==> src/rtl/t3maps_daq_pkg.sv <==
// Shared types and defaults for the T3MAPS readout data-acquisition path.
package t3maps_daq_pkg;

  localparam int BYTE_W      = 8;
  localparam int DEF_LATENCY = 2;
  localparam int DEF_CNT_W   = 16;

  typedef enum logic [2:0] {
    ST_IDLE  = 3'd0,
    ST_ARM   = 3'd1,
    ST_SHIFT = 3'd2,
    ST_FLUSH = 3'd3,
    ST_DONE  = 3'd4
  } state_e;

endpackage

==> src/rtl/readout_deserializer_byte_packer.sv <==
// Packs serial bits MSB-first into bytes and registers each completed or
// flushed byte onto the FIFO write port, dropping it when the FIFO is full.
module byte_packer
  import t3maps_daq_pkg::*;
(
  input  logic              clk_i,
  input  logic              rst_ni,
  input  logic              sample_i,
  input  logic              bit_i,
  input  logic              last_i,
  input  logic              full_i,
  output logic              emit_o,
  output logic [BYTE_W-1:0] byte_o,
  output logic              wr_o
);

  // The 8th bit never lands in the register; it goes straight into the byte.
  logic [BYTE_W-2:0] sr_q, sr_d;
  logic [2:0]        bit_cnt_q, bit_cnt_d;
  logic [BYTE_W-1:0] byte_q, byte_d;
  logic              wr_q, wr_d;
  logic [BYTE_W-1:0] sr_next_s;
  logic [3:0]        nbits_s;
  logic [3:0]        pad_s;

  // Shift, byte-complete detection and left-aligned output staging.
  always_comb begin
    sr_next_s = {sr_q, bit_i};
    nbits_s   = {1'b0, bit_cnt_q} + 4'd1;
    pad_s     = 4'd8 - nbits_s;
    emit_o    = sample_i && ((bit_cnt_q == 3'd7) || last_i);
    sr_d      = sr_q;
    bit_cnt_d = bit_cnt_q;
    byte_d    = byte_q;
    wr_d      = 1'b0;
    if (emit_o) begin
      sr_d      = '0;
      bit_cnt_d = 3'd0;
      if (!full_i) begin
        byte_d = sr_next_s << pad_s;
        wr_d   = 1'b1;
      end else begin
        byte_d = byte_q;
      end
    end else if (sample_i) begin
      sr_d      = sr_next_s[BYTE_W-2:0];
      bit_cnt_d = bit_cnt_q + 3'd1;
    end else begin
      sr_d = sr_q;
    end
  end

  // Packer state and output registers.
  always_ff @(posedge clk_i) begin
    if (!rst_ni) begin
      sr_q      <= '0;
      bit_cnt_q <= 3'd0;
      byte_q    <= '0;
      wr_q      <= 1'b0;
    end else begin
      sr_q      <= sr_d;
      bit_cnt_q <= bit_cnt_d;
      byte_q    <= byte_d;
      wr_q      <= wr_d;
    end
  end

  assign byte_o = byte_q;
  assign wr_o   = wr_q;

endmodule

==> src/rtl/readout_deserializer.sv <==
// Captures the T3MAPS serial readout stream after a start pulse and writes it
// as bytes into the readout FIFO; the chip cannot be stalled, so full drops.
module readout_deserializer
  import t3maps_daq_pkg::*;
#(
  parameter int LATENCY = DEF_LATENCY,
  parameter int CNT_W   = DEF_CNT_W
) (
  input  logic              clk_5,
  input  logic              Reset,
  input  logic              start,
  input  logic [CNT_W-1:0]  num_bits,
  input  logic              data_in,
  input  logic              fifo_full,
  output logic [BYTE_W-1:0] fifo_din,
  output logic              fifo_wr_en,
  output logic              busy,
  output logic              done,
  output logic              overflow,
  output logic [CNT_W-1:0]  byte_count
);

  localparam int DLY_W = 8;

  state_e            state_q, state_d;
  logic [CNT_W-1:0]  rem_q, rem_d;
  logic [DLY_W-1:0]  delay_q, delay_d;
  logic              partial_q, partial_d;
  logic              busy_q, busy_d;
  logic              done_q, done_d;
  logic              overflow_q, overflow_d;
  logic [CNT_W-1:0]  byte_count_q, byte_count_d;
  logic              sample_s;
  logic              last_s;
  logic              emit_s;

  assign sample_s = (state_q == ST_SHIFT);
  assign last_s   = sample_s && (rem_q == CNT_W'(1));

  // State and counter registers.
  always_ff @(posedge clk_5) begin
    if (!Reset) begin
      state_q      <= ST_IDLE;
      rem_q        <= '0;
      delay_q      <= '0;
      partial_q    <= 1'b0;
      busy_q       <= 1'b0;
      done_q       <= 1'b0;
      overflow_q   <= 1'b0;
      byte_count_q <= '0;
    end else begin
      state_q      <= state_d;
      rem_q        <= rem_d;
      delay_q      <= delay_d;
      partial_q    <= partial_d;
      busy_q       <= busy_d;
      done_q       <= done_d;
      overflow_q   <= overflow_d;
      byte_count_q <= byte_count_d;
    end
  end

  // Next state; ARM spans LATENCY-1 cycles so SHIFT samples on edge start+LATENCY.
  always_comb begin
    state_d   = state_q;
    rem_d     = rem_q;
    delay_d   = delay_q;
    partial_d = partial_q;
    case (state_q)
      ST_IDLE: begin
        if (start) begin
          rem_d     = num_bits;
          partial_d = |num_bits[2:0];
          if (num_bits == '0) begin
            state_d = ST_DONE;
          end else if (LATENCY <= 1) begin
            state_d = ST_SHIFT;
          end else begin
            state_d = ST_ARM;
            delay_d = DLY_W'(LATENCY - 1);
          end
        end else begin
          state_d = ST_IDLE;
        end
      end
      ST_ARM: begin
        if (delay_q <= 8'd1) begin
          state_d = ST_SHIFT;
        end else begin
          delay_d = delay_q - 8'd1;
        end
      end
      ST_SHIFT: begin
        rem_d = rem_q - CNT_W'(1);
        if (last_s) begin
          state_d = partial_q ? ST_FLUSH : ST_DONE;
        end else begin
          state_d = ST_SHIFT;
        end
      end
      ST_FLUSH: state_d = ST_DONE;
      ST_DONE:  state_d = ST_IDLE;
      default:  state_d = ST_IDLE;
    endcase
  end

  // Output staging: status flags and the saturating written-byte count.
  always_comb begin
    busy_d       = (state_d != ST_IDLE);
    done_d       = (state_d == ST_DONE);
    overflow_d   = overflow_q;
    byte_count_d = byte_count_q;
    if ((state_q == ST_IDLE) && start) begin
      overflow_d   = 1'b0;
      byte_count_d = '0;
    end else if (emit_s) begin
      if (fifo_full) begin
        overflow_d = 1'b1;
      end else if (byte_count_q != {CNT_W{1'b1}}) begin
        byte_count_d = byte_count_q + CNT_W'(1);
      end else begin
        byte_count_d = byte_count_q;
      end
    end else begin
      overflow_d = overflow_q;
    end
  end

  byte_packer u_packer (
    .clk_i    (clk_5),
    .rst_ni   (Reset),
    .sample_i (sample_s),
    .bit_i    (data_in),
    .last_i   (last_s),
    .full_i   (fifo_full),
    .emit_o   (emit_s),
    .byte_o   (fifo_din),
    .wr_o     (fifo_wr_en)
  );

  assign busy       = busy_q;
  assign done       = done_q;
  assign overflow   = overflow_q;
  assign byte_count = byte_count_q;

endmodule

==> config.mk <==
export PLATFORM = sky130hd
export DESIGN_NAME = readout_deserializer
export DESIGN_NICKNAME = d
export VERILOG_FILES = /design/src/rtl/t3maps_daq_pkg.sv /design/src/rtl/readout_deserializer_byte_packer.sv /design/src/rtl/readout_deserializer.sv
export SDC_FILE = /design/constraint.sdc
export NUM_CORES = 1
export LEC_CHECK = 0
export ABC_AREA = 1
export BUFFER_PORTS_ARGS = -buffer_cell sky130_fd_sc_hd__buf_2
export CORE_ASPECT_RATIO = 0.8
export CORE_MARGIN = 4
export CORE_UTILIZATION = 30
export DETAILED_ROUTE_END_ITERATION = 12
export PLACE_DENSITY_LB_ADDON = 0.15
export SETUP_SLACK_MARGIN = 0.3
export SYNTH_ARGS = -nofsm -noshare
export SYNTH_HDL_FRONTEND = slang
export SYNTH_SLANG_ARGS = --single-unit
==> constraint.sdc <==
create_clock -name clk_5 -period 2 [get_ports clk_5]
set_input_delay 0.3 -clock clk_5 [delete_from_list [all_inputs] [get_ports clk_5]]
set_output_delay 0.3 -clock clk_5 [all_outputs]
set_load 0.01 [all_outputs]
* After elaboration in Yosys (flattened, before gate mapping)
Index checks and enable logic that the tools add are counted.
** Operators by class
- Multiplexer cells :: 13
- Reductions and logical operators :: 19
- $lt $le $gt $ge :: 1
- Bitwise gates (word level) :: 2
- Shift operators :: 1
- Equal/unequal tests :: 10
- Add/sub/neg operators :: 6
** Operators by type and width (number)
- case mux 16 bit (2 select lines) :: 1
- two-way mux 8 bit :: 3
- adder 16 x 1 -> 16 bit, second input constant :: 1
- == test 16 x 1 -> 1 bit, second input constant :: 1
- logical NOT 16 bit :: 1
- two-way mux 16 bit :: 1
- inequality test 16 bit, second input constant :: 1
- case mux 8 bit (2 select lines) :: 1
- subtractor 16 x 1 -> 16 bit, second input constant :: 1
- two-way mux 3 bit :: 5
- case mux 3 bit (4 select lines) :: 1
- AND reduction 2 bit :: 5
- <= comparator 8 x 1 -> 1 bit, second input constant :: 1
- << shifter 8 x 4 -> 8 bit :: 1
- subtractor 8 x 1 -> 8 bit, second input constant :: 1
- == test 3 x 2 -> 1 bit, second input constant :: 2
- == test 3 bit, second input constant :: 2
- inequality test 2 bit, second input constant :: 3
- adder 3 x 1 -> 4 bit, second input constant :: 1
- AND reduction 4 bit :: 1
- nonzero test 2 bit :: 2
- OR reduction 2 bit :: 2
- subtractor 4 bit, first input constant :: 1
- adder 3 x 1 -> 3 bit, second input constant :: 1
- 9 further kinds :: 12
** Word-level totals
- Flip-flop bits (word level) :: 66
- Input bits :: 21
- Logic and storage cells :: 64
- Output and inout port bits :: 28

* Depth between registers and ports, before layout
- Depth in word-level cells :: 5
- Depth in mapped cells :: 10
- Mapped depth without buffers :: 10

* By module
Synthesis repeated with hierarchy kept, for this count alone.
** Second synthesis, totals
- Cell total of the unflattened synthesis :: 614
- Area, all modules :: 3920.0 µm²
** By module, submodules not included
- readout_deserializer :: area an instance 2929.1 µm², instances 1, seq. area each 940.9 µm², cells an instance 465
- byte_packer :: area an instance 991.0 µm², instances 1, seq. area each 380.4 µm², cells an instance 149

* Worst setup path before layout
Ideal clock, no wire load.
- Kind :: register -> register
- Start :: register byte_count_q[1] (netlist: byte_count[1])
- End :: register byte_count_q[7] (netlist: byte_count[7])
- Period minus slack after synthesis :: 1580 ps
- Stages on the path, launching flop included :: 8
- Slack :: 420 ps
- Arrival time :: 1461 ps
- Library setup time :: 120 ps
- Data required time :: 1880 ps
- Buffers on the path :: 1
- Cells stage by stage :: dfxtp_1 ha_1 nand2_1 nor2_4 nand4_4 clkbuf_1 nand4_1 a21oi_1
** Between the ends
- Cells in the longest elaborated chain, start to end :: 2
- Elaborated cells on any way between the ends :: 3
- Classes of those cells :: 1 x add/sub; 1 x eq/ne; 1 x reduce/logical
** Ends and longest elaborated chain
- start, declared :: RTL line readout_deserializer.sv:32 : logic [CNT_W-1:0] byte_count_q, byte_count_d;
- start signal, assigned :: RTL line readout_deserializer.sv:59 : byte_count_q <= byte_count_d;
- parallel branches: the longest is 2 deep, another holds adder 16 x 1 -> 16 bit
Several ways; the timed one is not identified.
A chain may end at the register's enable or synchronous reset.

* Worst setup path in the final report
- Start :: register rem_q[4]
- End :: register byte_count_q[7] (netlist: byte_count[7])
** Between the ends
- Cells in the longest elaborated chain, start to end :: 5
** Ends and longest elaborated chain
- start, declared :: RTL line readout_deserializer.sv:26 : logic [CNT_W-1:0] rem_q, rem_d;
- start signal, assigned :: RTL line readout_deserializer.sv:53 : rem_q <= rem_d;
- == test 16 x 1 -> 1 bit :: RTL line readout_deserializer.sv:38 : assign last_s = sample_s && (rem_q == CNT_W'(1));
- logical AND 1 bit :: RTL line readout_deserializer.sv:38
- logical OR 1 bit :: RTL line readout_deserializer_byte_packer.sv:31 : emit_o = sample_i && ((bit_cnt_q == 3'd7) || last_i);
- logical AND 1 bit :: RTL line readout_deserializer_byte_packer.sv:31
- AND reduction 3 bit (no source line)
No other way between the ends.

==> run metrics <==
CP arrival=about 1900 ps; Detailed Route Iter0 Violations=263; Die X=~140 um; most common cell after layout, fill and taps aside=nand2_1; status=completed; worst slew pin tran=between 500 and 600 ps; crit end category=flip-flop; Psw=between 0.001 and 0.0015 W; Sequential Power Share=between 30 and 40%; routed wire length=around 11000 um; clock net sink count=between 60 and 70; Worst Hold Class=in2reg; layout cell share with drive strength beyond 1=between 15 and 20%; initial antenna violation count=0; Distinct cells, synth=36; CP startpoint=rem_q[4]; WL/cell=~13 um; Vias=4003; Reg2Reg Depth=9; # rows=36; nets@finish=just under 700; Syn Inst Count=about 600; CP max stage cell=dfxtp_1; HPWL after DPL=roughly 7800 um; Comb power frac=about 28%; Setup CP Type=reg2reg; CTS Buf Count=9; top cells by area, synth=dfxtp_1 34%, nand2_1 15%, nor2_1 7.0%; worst vdd ir=435.4 uV; Synth Warn #=0; Clk Latency, worst-skew pair=between 300 and 400 ps; vias in the first global route=between 3k and 4k; core area=0.01243 mm2; Most used DFF post-synth=dfxtp_1; Hold-fix buffers, CTS=0; worst path bufs/invs=2; vias per cell=slightly below 5; post-route clock period utilization=79.66%; flops & latches, synth=66; RSZ-0062 raised after global routing=yes; crit-path max cell delay=approximately 350 ps; H-tree lvl count=3; drt drc=0; ANT nets after route=0; clk root buf=clkbuf_16; max frequency=roughly 0.63 GHz; placed insts=approximately 800; syn_nets=~620; crit path launch type=flip-flop; grt total ovfl=0; R2R Path Start=rem_q[4]; chip height=between 100 and 150 um; fill count=approximately 1.4k; largest net degree at the start of global routing=24; Fin. Hold Viols=0; first-pass GRT wire length=about 18000 um; TritonCTS clock tree=yes; final max-slew violation count=0; min Tclk post-route=1593 ps; Pwr per Cell Area=845.0 mW/mm2; setup violators final=0; dpl cell area=between 0.004 and 0.005 mm2; critical-path cell list=nor2_2 -> nand2_1 -> nor2_4 -> nand3_4 -> buf_12 -> nand2_4 -> buf_4 -> nand4_1 -> a21oi_1; largest area contributor in the netlist=dfxtp_1; area of the mapped netlist=approximately 0.0039 mm2; total track usage=14.93%; share of the synthesized area in the top cell type=34.08%; crit path max fanout=6; die area=between 0.01 and 0.015 mm2; first-pass iteration count of the detailed router=6; design area=around 0.0048 mm2; internal power=0.002688 W; global placer's final weighted congestion=between 0.8 and 0.9; CP required=approximately 2300 ps; Post-synth ARST share=0%; Design Power=about 0.0041 W; Final TNS setup=0 ps; Hold Crit Start=fifo_full; diodes inserted=0; # IOs=a little under 50; Worst Hold Depth=3; worst rel slew slack=a little over three fifths; IO Port Bufs=48; sequential share of the synthesized area=approximately 34%; Top Family by Delay on Critical Path=simple AND/OR/NAND/NOR gates; initial cell density of the core=between 30% and 40%; clock-pin slew on the worst setup and hold paths=about 50 ps; Clock power frac=between 30% and 40%; sw frac=between 30% and 40%; critical path depth=9; Max Cap Violations=0; Worst Hold Margin=about 220 ps; Leak Pwr=between 2 and 2.5 nW; Final Non-Filler Cells=833; final clock skew=~4.2 ps; area growth from synthesis to layout=24.14%; Max Buffers Root-to-Sink=2; Post-synth EDFFs=0; most frequent cells in the layout=151 x nand2_1, 66 x nor2_1, 63 x dfxtp_1, 53 x inv_1, 48 x buf_2; Mean Syn Cell Area=~6.6 um2
synth_stat cells (4+ instances only):
| library cell | count |
|---|---|
| nand2_1 | 152 |
| nor2_1 | 72 |
| dfxtp_1 | 66 |
| inv_1 | 53 |
| a21oi_1 | 47 |
| nand3_1 | 41 |
| o21ai_0 | 36 |
| nand4_1 | 27 |
| xor2_1 | 13 |
| clkbuf_1 | 10 |
| nor2_2 | 8 |
| ha_1 | 7 |
| buf_2 | 6 |
| a31oi_1 | 5 |
| nand2_2 | 5 |
| nand3b_1 | 4 |
| nor3_1 | 4 |
cells by family (layout without fill, tap and decap cells):
group,Yosys count,in the layout,share of synthesized area (%)
compound gates,96,96,13.00
simple gates,328,330,38.92
fa+ha+maj,7,7,2.259
xor+xnor,16,16,3.614
flops,66,66,34.08
buf+inv,76,147,8.132
power by group through the flow:
| stage | clock [W] | combinational, W | sequential, W |
|---|---|---|---|
| after floorplan | 0 | 0.000804 | 0.00153 |
| after global placement | 0 | 0.00108 | 0.00155 |
| after detailed placement | 0 | 0.00108 | 0.00155 |
| after CTS | 0.00145 | 0.00109 | 0.00152 |
| after global routing | 0.00150 | 0.00131 | 0.00154 |
| final | 0.00140 | 0.00114 | 0.00153 |
final timing paths:
path,slack [ps],end
max,410,byte_count[7]
min reg2reg,470,overflow
min,220,overflow
max reg2reg,410,byte_count[7]
area by class of cell:
cell class	count	area [um2]	share of cell area (%)
Clock buffer	14	254.0	5.277
Inverter	57	216.5	4.497
Multi-Input combinational cell	449	2328	48.38
Sequential cell	66	1325	27.53
Tap cell	171	214.0	4.445
Timing Repair Buffer	76	475.5	9.878
sequential cells by signal, summed over array words and instances, names as in the netlist, 3 cells and up:
register	flops
u_packer.sr_q	7
delay_q	8
state_q	3
u_packer.byte_o	8
byte_count	16
u_packer.bit_cnt_q	3
rem_q	16
per-layer routing:
layer / wire [um] / vias up / global-route usage, % / part of all wire [%]
li1: - / 2076 / - / -
met1: 5428 / 1828 / 20.57 / 50
met2: 4729 / 90 / 23.05 / 44
met3: 512 / 9 / 3.797 / 4.7
met4: 123 / 0 / 4.604 / 1.1
met5: 0 / - / 0 / 0
worst min-delay path, stage by stage:
cell	delay (ps)
buf_2	90
a21oi_1	60
nor2_1	70
repair_timing:
item                       in CTS  in global routing
setup buffers                   2                  7
setup endpoints to repair      17                 30
pin swaps                       2                  2
resized for setup               3                 20
cloned                          1                  1
stage by stage:
| step | utilization [%] | worst slack [ps] |
|---|---|---|
| 4_1_cts | 37.56 | 305.6 |
| 3_5_place_dp | 35.28 | 236.8 |
| 2_1_floorplan | - | 419.6 |
| 6_report | 38.72 | 406.8 |
| 3_3_place_gp | 35.28 | 216.8 |
| 5_1_grt | 38.72 | 246.7 |
No activity file was read; power rests on OpenSTA's default activity.
